==> src/rtl/synth_params_pkg.sv <==
// Shared defaults and FSM encodings for the oscillator phase-accumulator slice.
// Downstream stages (sine LUT, mixer) import the same values so tag widths agree.
package synth_params;

  localparam int VOICES  = 8;
  localparam int PHASE_W = 32;
  localparam int ADDR_W  = 11;
  localparam int LUT_LAT = 3;
  localparam int VIDX_W  = $clog2(VOICES);

  localparam logic [0:0] ST_IDLE = 1'b0;
  localparam logic [0:0] ST_RUN  = 1'b1;

endpackage

==> src/rtl/voice_tag_delay.sv <==
// Fixed-depth shift register for {valid, voice} tags, cleared by async reset.
// Shifts every clock so the tag stays locked to a fixed-latency datapath.
module voice_tag_delay #(
  parameter int DEPTH = 3,
  parameter int WIDTH = 4
) (
  input  logic             clk,
  input  logic             reset,
  input  logic [WIDTH-1:0] din,
  output logic [WIDTH-1:0] dout
);
  import synth_params::*;

  logic [WIDTH-1:0] tag_sr [DEPTH];

  always_ff @(posedge clk or posedge reset) begin
    if (reset) begin
      for (int i = 0; i < DEPTH; i++) begin
        tag_sr[i] <= '0;
      end
    end else begin
      tag_sr[0] <= din;
      for (int i = 1; i < DEPTH; i++) begin
        tag_sr[i] <= tag_sr[i-1];
      end
    end
  end

  assign dout = tag_sr[DEPTH-1];

endmodule

==> src/rtl/osc_phase_accumulator.sv <==
// Time-multiplexed multi-voice NCO: one voice per clock per frame, emitting the
// sine LUT address and a voice tag delayed to line up with the LUT output.
module osc_phase_accumulator #(
  parameter int VOICES  = synth_params::VOICES,
  parameter int PHASE_W = synth_params::PHASE_W,
  parameter int ADDR_W  = synth_params::ADDR_W,
  parameter int LUT_LAT = synth_params::LUT_LAT
) (
  input  logic                      clk,
  input  logic                      reset,
  input  logic                      frame_start,
  input  logic                      inc_we,
  input  logic [$clog2(VOICES)-1:0] inc_voice,
  input  logic [PHASE_W-1:0]        inc_data,
  input  logic [VOICES-1:0]         key_on,
  output logic [ADDR_W-1:0]         addr_out,
  output logic                      addr_valid,
  output logic [$clog2(VOICES)-1:0] addr_voice,
  output logic                      lut_valid,
  output logic [$clog2(VOICES)-1:0] lut_voice,
  output logic                      busy,
  output logic                      frame_overrun
);
  import synth_params::*;

  localparam int                 VOICE_W    = $clog2(VOICES);
  localparam logic [VOICE_W-1:0] LAST_VOICE = VOICE_W'(VOICES - 1);

  function automatic logic [ADDR_W-1:0] phase_to_addr(input logic [PHASE_W-1:0] ph);
    return ph[PHASE_W-1 -: ADDR_W];
  endfunction

  logic [0:0]         state_p0;
  logic [VOICE_W-1:0] vcnt_p0;
  logic               run_p0;

  logic [PHASE_W-1:0] phase_mem [VOICES];
  logic [PHASE_W-1:0] inc_mem   [VOICES];
  logic [VOICES-1:0]  pending;

  logic [PHASE_W-1:0] phase_rd_p0;
  logic [PHASE_W-1:0] inc_rd_p0;
  logic               pend_rd_p0;
  logic [PHASE_W-1:0] phase_nxt_p0;
  logic [VOICES-1:0]  pend_clr_p0;

  logic [ADDR_W-1:0]  addr_p1;
  logic               vld_p1;
  logic [VOICE_W-1:0] voice_p1;
  logic               ovr_p1;
  logic [VOICE_W:0]   tag_lut;

  // ---- p0: sweep sequencer and per-voice read/modify ----
  assign run_p0 = (state_p0 == ST_RUN);

  always_ff @(posedge clk or posedge reset) begin
    if (reset) begin
      state_p0 <= ST_IDLE;
      vcnt_p0  <= '0;
    end else begin
      case (state_p0)
        ST_IDLE: begin
          if (frame_start) begin
            state_p0 <= ST_RUN;
            vcnt_p0  <= '0;
          end
        end
        ST_RUN: begin
          if (vcnt_p0 == LAST_VOICE) begin
            state_p0 <= ST_IDLE;
          end
          vcnt_p0 <= vcnt_p0 + 1'b1;
        end
        default: begin
          state_p0 <= ST_IDLE;
          vcnt_p0  <= '0;
        end
      endcase
    end
  end

  // Single read port per array, addressed by the sweep counter.
  assign phase_rd_p0 = phase_mem[vcnt_p0];
  assign inc_rd_p0   = inc_mem[vcnt_p0];
  assign pend_rd_p0  = pending[vcnt_p0];

  // A pending key-on restarts the voice: it emits address 0 and lands on inc.
  assign phase_nxt_p0 = pend_rd_p0 ? inc_rd_p0 : (phase_rd_p0 + inc_rd_p0);

  always_comb begin
    pend_clr_p0 = '0;
    if (run_p0 && pend_rd_p0) begin
      pend_clr_p0[vcnt_p0] = 1'b1;
    end
  end

  always_ff @(posedge clk or posedge reset) begin
    if (reset) begin
      for (int i = 0; i < VOICES; i++) begin
        phase_mem[i] <= '0;
      end
    end else if (run_p0) begin
      phase_mem[vcnt_p0] <= phase_nxt_p0;
    end
  end

  always_ff @(posedge clk or posedge reset) begin
    if (reset) begin
      for (int i = 0; i < VOICES; i++) begin
        inc_mem[i] <= '0;
      end
    end else if (inc_we) begin
      inc_mem[inc_voice] <= inc_data;
    end
  end

  // Set has priority over clear so a key-on during the voice's own slot is not lost.
  always_ff @(posedge clk or posedge reset) begin
    if (reset) begin
      pending <= '0;
    end else begin
      pending <= (pending & ~pend_clr_p0) | key_on;
    end
  end

  // ---- p1: registered LUT address, voice tag and overrun strobe ----
  always_ff @(posedge clk or posedge reset) begin
    if (reset) begin
      addr_p1  <= '0;
      vld_p1   <= 1'b0;
      voice_p1 <= '0;
      ovr_p1   <= 1'b0;
    end else begin
      vld_p1 <= run_p0;
      ovr_p1 <= run_p0 && frame_start;
      if (run_p0) begin
        addr_p1  <= pend_rd_p0 ? '0 : phase_to_addr(phase_rd_p0);
        voice_p1 <= vcnt_p0;
      end
    end
  end

  assign addr_out      = addr_p1;
  assign addr_valid    = vld_p1;
  assign addr_voice    = voice_p1;
  assign frame_overrun = ovr_p1;
  assign busy          = run_p0;

  // ---- p1 + LUT_LAT: tag aligned with the sine LUT read data ----
  voice_tag_delay #(
    .DEPTH (LUT_LAT),
    .WIDTH (VOICE_W + 1)
  ) u_tag_delay (
    .clk   (clk),
    .reset (reset),
    .din   ({vld_p1, voice_p1}),
    .dout  (tag_lut)
  );

  assign lut_valid = tag_lut[VOICE_W];
  assign lut_voice = tag_lut[VOICE_W-1:0];

endmodule
==> config.mk <==
export PLATFORM = sky130hd
export DESIGN_NAME = osc_phase_accumulator
export DESIGN_NICKNAME = d
export VERILOG_FILES = /design/src/rtl/synth_params_pkg.sv /design/src/rtl/voice_tag_delay.sv /design/src/rtl/osc_phase_accumulator.sv
export SDC_FILE = /design/constraint.sdc
export NUM_CORES = 1
export LEC_CHECK = 0
export CAP_MARGIN = 20
export CORE_MARGIN = 3
export CORE_UTILIZATION = 45
export DETAILED_ROUTE_END_ITERATION = 7
export HOLD_SLACK_MARGIN = 0.15
export PLACE_DENSITY = 0.68
export SYNTH_ARGS = -nofsm -noshare
export SYNTH_HDL_FRONTEND = slang
export SYNTH_SLANG_ARGS = --single-unit
==> constraint.sdc <==
create_clock -name clk -period 23.9 [get_ports clk]
set_input_delay 5.975 -clock clk [delete_from_list [all_inputs] [get_ports clk]]
set_output_delay 5.975 -clock clk [all_outputs]
set_load 0.005 [all_outputs]
=== After elaboration in Yosys (flattened, before gate mapping) ===
Index checks and enable logic that the tools add are counted.

* Magnitude comparators: 6
* Reduce and logical (&&, ||, !) cells: 5
* Bitwise logic cells: 6
* Mux-type cells: 24
* $add $sub $neg: 2
* Equality and inequality tests: 2

{| class="wikitable"
|+ Operator list
! cell !! number
|-
| $bwmux 256 || 2
|-
| $mux 32 || 7
|-
| $bmux 32 s3 || 2
|-
| $demux 32 s3 || 2
|-
| $add 32x32->32 || 1
|-
| $mux 11 || 1
|-
| $and 8x8->8 || 1
|-
| $ge 4x4->1 const B || 2
|-
| $lt 4x1->1 const B || 2
|-
| $mux 8 || 1
|-
| $not 3->4 || 2
|-
| $not 8->8 || 1
|-
| $or 8x8->8 || 1
|-
| $pmux 3 s2 || 1
|-
| $logic_and 1x1->1 || 5
|-
| $lt 3x4->1 const B || 1
|-
| $mux 1 || 4
|-
| $add 3x1->3 const B || 1
|-
| $bmux 1 s3 || 1
|-
| $demux 1 s3 || 1
|-
| $eq 3x3->1 const B || 1
|-
| $ge 3x1->1 const B || 1
|-
| $mux 3 || 1
|-
| $ne 2x2->1 const B || 1
|-
| 2 further kinds || 2
|}

* Flip-flop bits (word level): 552
* Word-level logic and storage cells: 71
* Bits of input ports: 47
* Output and inout port bits: 21

=== Logic depth before layout (Yosys ltp) ===
* Depth after elaboration: 8
* Depth in mapped cells: 21
* Mapped depth without buffers: 15

=== By module ===
A second synthesis with hierarchy kept.

* Cells, all modules: 2240
* Area, all modules: 24838.8 µm²

{| class="wikitable"
|+ By module, submodules not included
! module !! sequential area each (µm²) !! cells an instance !! area an instance (µm²) !! times used
|-
| osc_phase_accumulator || 13513.0 || 2223 || 24504.8 || 1
|-
| voice_tag_delay || 300.3 || 17 || 334.1 || 1
|}

=== Worst setup path before layout ===
No wires, ideal clock.

* Kind: input -> register
* From: input inc_we
* To: register inc_mem[100] (netlist name)
* Setup slack: 16363 ps
* Cell stages on the path: 5
* Data required time: 23775 ps
* Library setup time: 125 ps
* Arrival: 7412 ps
* Buffers on the path: 2
* Cells stage by stage: clkbuf_1 -> nand2b_1 -> nor3b_1 -> clkbuf_1 -> mux2_2

{| class="wikitable"
|+ RTL lines
! item !! RTL line !! source
|-
| start: declaration || osc_phase_accumulator.sv:12 || <nowiki>input logic inc_we,</nowiki>
|-
| end signal: indexed assignment || osc_phase_accumulator.sv:113 || <nowiki>inc_mem[inc_voice] <= inc_data;</nowiki>
|-
| end: declaration || osc_phase_accumulator.sv:38 || <nowiki>logic [PHASE_W-1:0] inc_mem [VOICES];</nowiki>
|}

==> flow_metrics.py <==
metrics = {
    "sta": {
        "rsz0062_at_grt": "no",
        "min_period_ns": 9.02,
        "hold_viol": 0,
        "fin_skew_ns": 0.0281,
        "slew_violations": 0,
        "tightest_slew_ns": 0.989,
        "tns_ns": 0,
        "final-setup-viol-count": 0,
        "layout_setup_ws_ns": 14.88,
        "fmax_ghz": 0.111,
        "period_share_pct": 37.7,
        "relSlewSlack_pct": 34.0,
    },
    "yosys": {
        "seq_area_frac_synth_pct": 55.2,
        "dominantRegCellSynth": "dfrtp_1",
        "syn_area_per_cell_um2": 11.1,
        "ys_ff_latch": 552,
        "synth_edf_count": 0,
        "yosysUniqueCellTypes": 77,
        "yosys_warnings": 0,
        "synth_nets": 2330,
        "netlist_area_um2": 25000,
        "async_flop_share_pct": 100,
        "syn_inst": 2249,
    },
    "global_routing": {
        "antenna_found_initial": 2,
        "grt_pass1_vias": 18400,
        "grt_max_degree": 126,
        "gr-total-overflow": 0,
        "grt_pass1_wl_um": 105000,
        "track_usage_pct": 22.5,
    },
    "job": {
        "cap_violations": 0,
    },
    "floorplanning": {
        "die_x_um": 242,
        "rows": 85,
        "fp.coreArea_um2": 54500,
        "dieArea_um2": 58500,
        "io_pins": 68,
        "die_y_um": 242,
        "initial_utilization_pct": 46.0,
    },
    "clock_tree": {
        "htree_levels": 2,
        "clock_latency_ns": 0.62,
        "cts_sinks": 552,
        "cts_buffer_depth": 3,
        "root_buffer": "clkbuf_16",
        "cts_buffers": 54,
        "cts_resized": 0,
        "ctsHoldBuffers": 0,
        "cts.clk_slew.worst_paths_ns": 0.06,
        "cts_tree": "built",
        "post_cts_buffers": 0,
    },
    "final_layout": {
        "drive_gt1_share_pct": 19.2,
        "layout.nets": 2337,
        "final_cells": 3039,
        "area_growth_pct": 12.9,
        "diodes": 0,
        "final_cell_area_um2": 28300,
        "final_common_cell": "dfrtp_1",
        "layout_common_cells": "dfrtp_1 (552), nand2_1 (286), mux2_2 (260)",
    },
    "critical_path": {
        "worstSetupStartpointType": "primary input",
        "crit_path_end_kind": "asynchronous set/reset pin",
        "crit_arrival_ns": 9.62,
        "worst-path-max-fanout": 125,
        "cpMostUsedCell": "buf_4",
        "rr_worst_depth": 16,
        "worstSetupPathType": "primary input to asynchronous set/reset pin",
        "reg2reg_slack_ns": 18.05,
        "worstReg2RegStart": "vcnt_p0[1]",
        "crit_slowest_cell": "buf_4",
        "crit_chain": "clkdlybuf4s50_1 > inv_8 > buf_4 > buf_4 > buf_4",
        "max_stage_delay_ns": 0.87,
        "cp.required_ns": 24.51,
        "reg2reg_to": "phase_mem[116]",
    },
    "place": {
        "gp_congestion": 0.915,
        "dp_hpwl_um": 40200,
        "placedCellCount": 2939,
        "place_ws_ns": 14.10,
        "portBuffers": 67,
        "place_area_um2": 26400,
    },
    "hold_path": {
        "min_to": "u_tag_delay.tag_sr[5]",
        "min_from": "u_tag_delay.tag_sr[9]",
        "min_path_cells": 0,
        "min_path_type": "register to register",
    },
    "drt": {
        "met1_length_um": 28300,
        "top_layer_used": "met5",
        "wl_met2_um": 31600,
        "antenna_left": 0,
        "drt_iter0_markers": 1504,
        "met3_length_um": 4630,
        "viasPerCell": 6.00,
        "routed-via-count": 18200,
        "totalWireLength_um": 66600,
        "wl_per_cell_um": 21.9,
        "post-route-drc-count": 0,
        "drt_first_pass_iters": 7,
    },
    "status": {
        "status": "finished, final reports clean",
    },
    "power": {
        "p_per_area_nw_per_um2": 159,
        "p_leak_uw": 0.0120,
        "peakVddDrop_mv": 0.0708,
    },
}
[worst max-delay path, delay by kind of cell]
family	cells	cell delay [ns]
buf+inv	5	3.50
[per-stage QoR]
stage	hold slack [ns]	power (µW)	utilization (%)
finish	0.347	4490	51.9
global route	0.351	4800	51.9
CTS	0.349	4470	51.9
detailed placement	0.335	3590	48.5
global placement	0.331	3520	48.5
floorplan	0.331	2940	-
[final cells by class]
type                    count  area (µm²)
clock buffers              83        1670
clock inverters            17         201
fillers                  4840       26200
inverters                  29         116
multi-input cells        1506       10500
flip-flops and latches    552       13800
well taps                 739         925
repair buffers            113        1020
[synthesized netlist by cell type (8+ instances only)]
cell type	number	area share (%)
a21o_1	18	0.54
a21oi_1	43	0.86
a221oi_1	14	0.49
a22o_1	14	0.49
a22oi_1	228	6.8
and2_1	14	0.35
buf_2	31	0.62
clkbuf_1	116	1.7
dfrtp_1	552	55
ha_1	33	1.6
inv_1	28	0.42
mux2_2	260	12
mux2i_1	15	0.60
nand2_1	292	4.4
nand2b_1	9	0.22
nand3_1	48	0.96
nand4_1	55	1.4
nor2_1	45	0.67
o2111ai_1	8	0.28
o21ai_0	252	5.0
o21ai_1	38	0.76
xnor2_1	12	0.42
xor2_1	9	0.31
[how the worst max path moves through the flow]
stage | startpoint | end | slack (ns) | depth (start not counted)
final | reset | inc_mem[219] | 14.88 | 5
after global routing | reset | inc_mem[31] | 14.36 | 5
after CTS | reset | inc_mem[219] | 14.76 | 5
after detailed placement | reset | inc_mem[219] | 14.10 | 5
after global placement | reset | inc_mem[187] | 14.23 | 5
after floorplan | reset | addr_out[0] | 2.49 | 1
[report_power, final]
group          switching (µW)  internal [µW]
sequential                157           1250
combinational            1460            741
clock                     366            506
total                    1990           2500
[flip-flops by register name, indices dropped and copies added (netlist names)]
signal / count
busy: 1
addr_voice: 3
pending: 8
addr_out: 11
u_tag_delay.dout: 4
addr_valid: 1
phase_mem: 256
inc_mem: 256
frame_overrun: 1
u_tag_delay.tag_sr: 8
vcnt_p0: 3
[per-layer routing]
layer  vias up  track usage (%)
met5         -                0
met2       633             37.0
met1      9198             30.0
met4         4             8.35
li1       8249                -
met3       163             4.08
[cells by family (layout without fill, tap and decap cells)]
kind of cell | after synthesis | count (layout) | synth area share, %
adders and majority gates | 34 | 34 | 1.73
AOI/OAI and AO/OA | 678 | 678 | 18.0
and+or+nand+nor | 498 | 498 | 8.94
DFF | 552 | 552 | 55.2
muxes | 275 | 275 | 12.3
xor gates and xnor gates | 21 | 21 | 0.735
buffers and inverters | 191 | 242 | 3.13
Note: power is estimated with default switching activity, not from simulation.
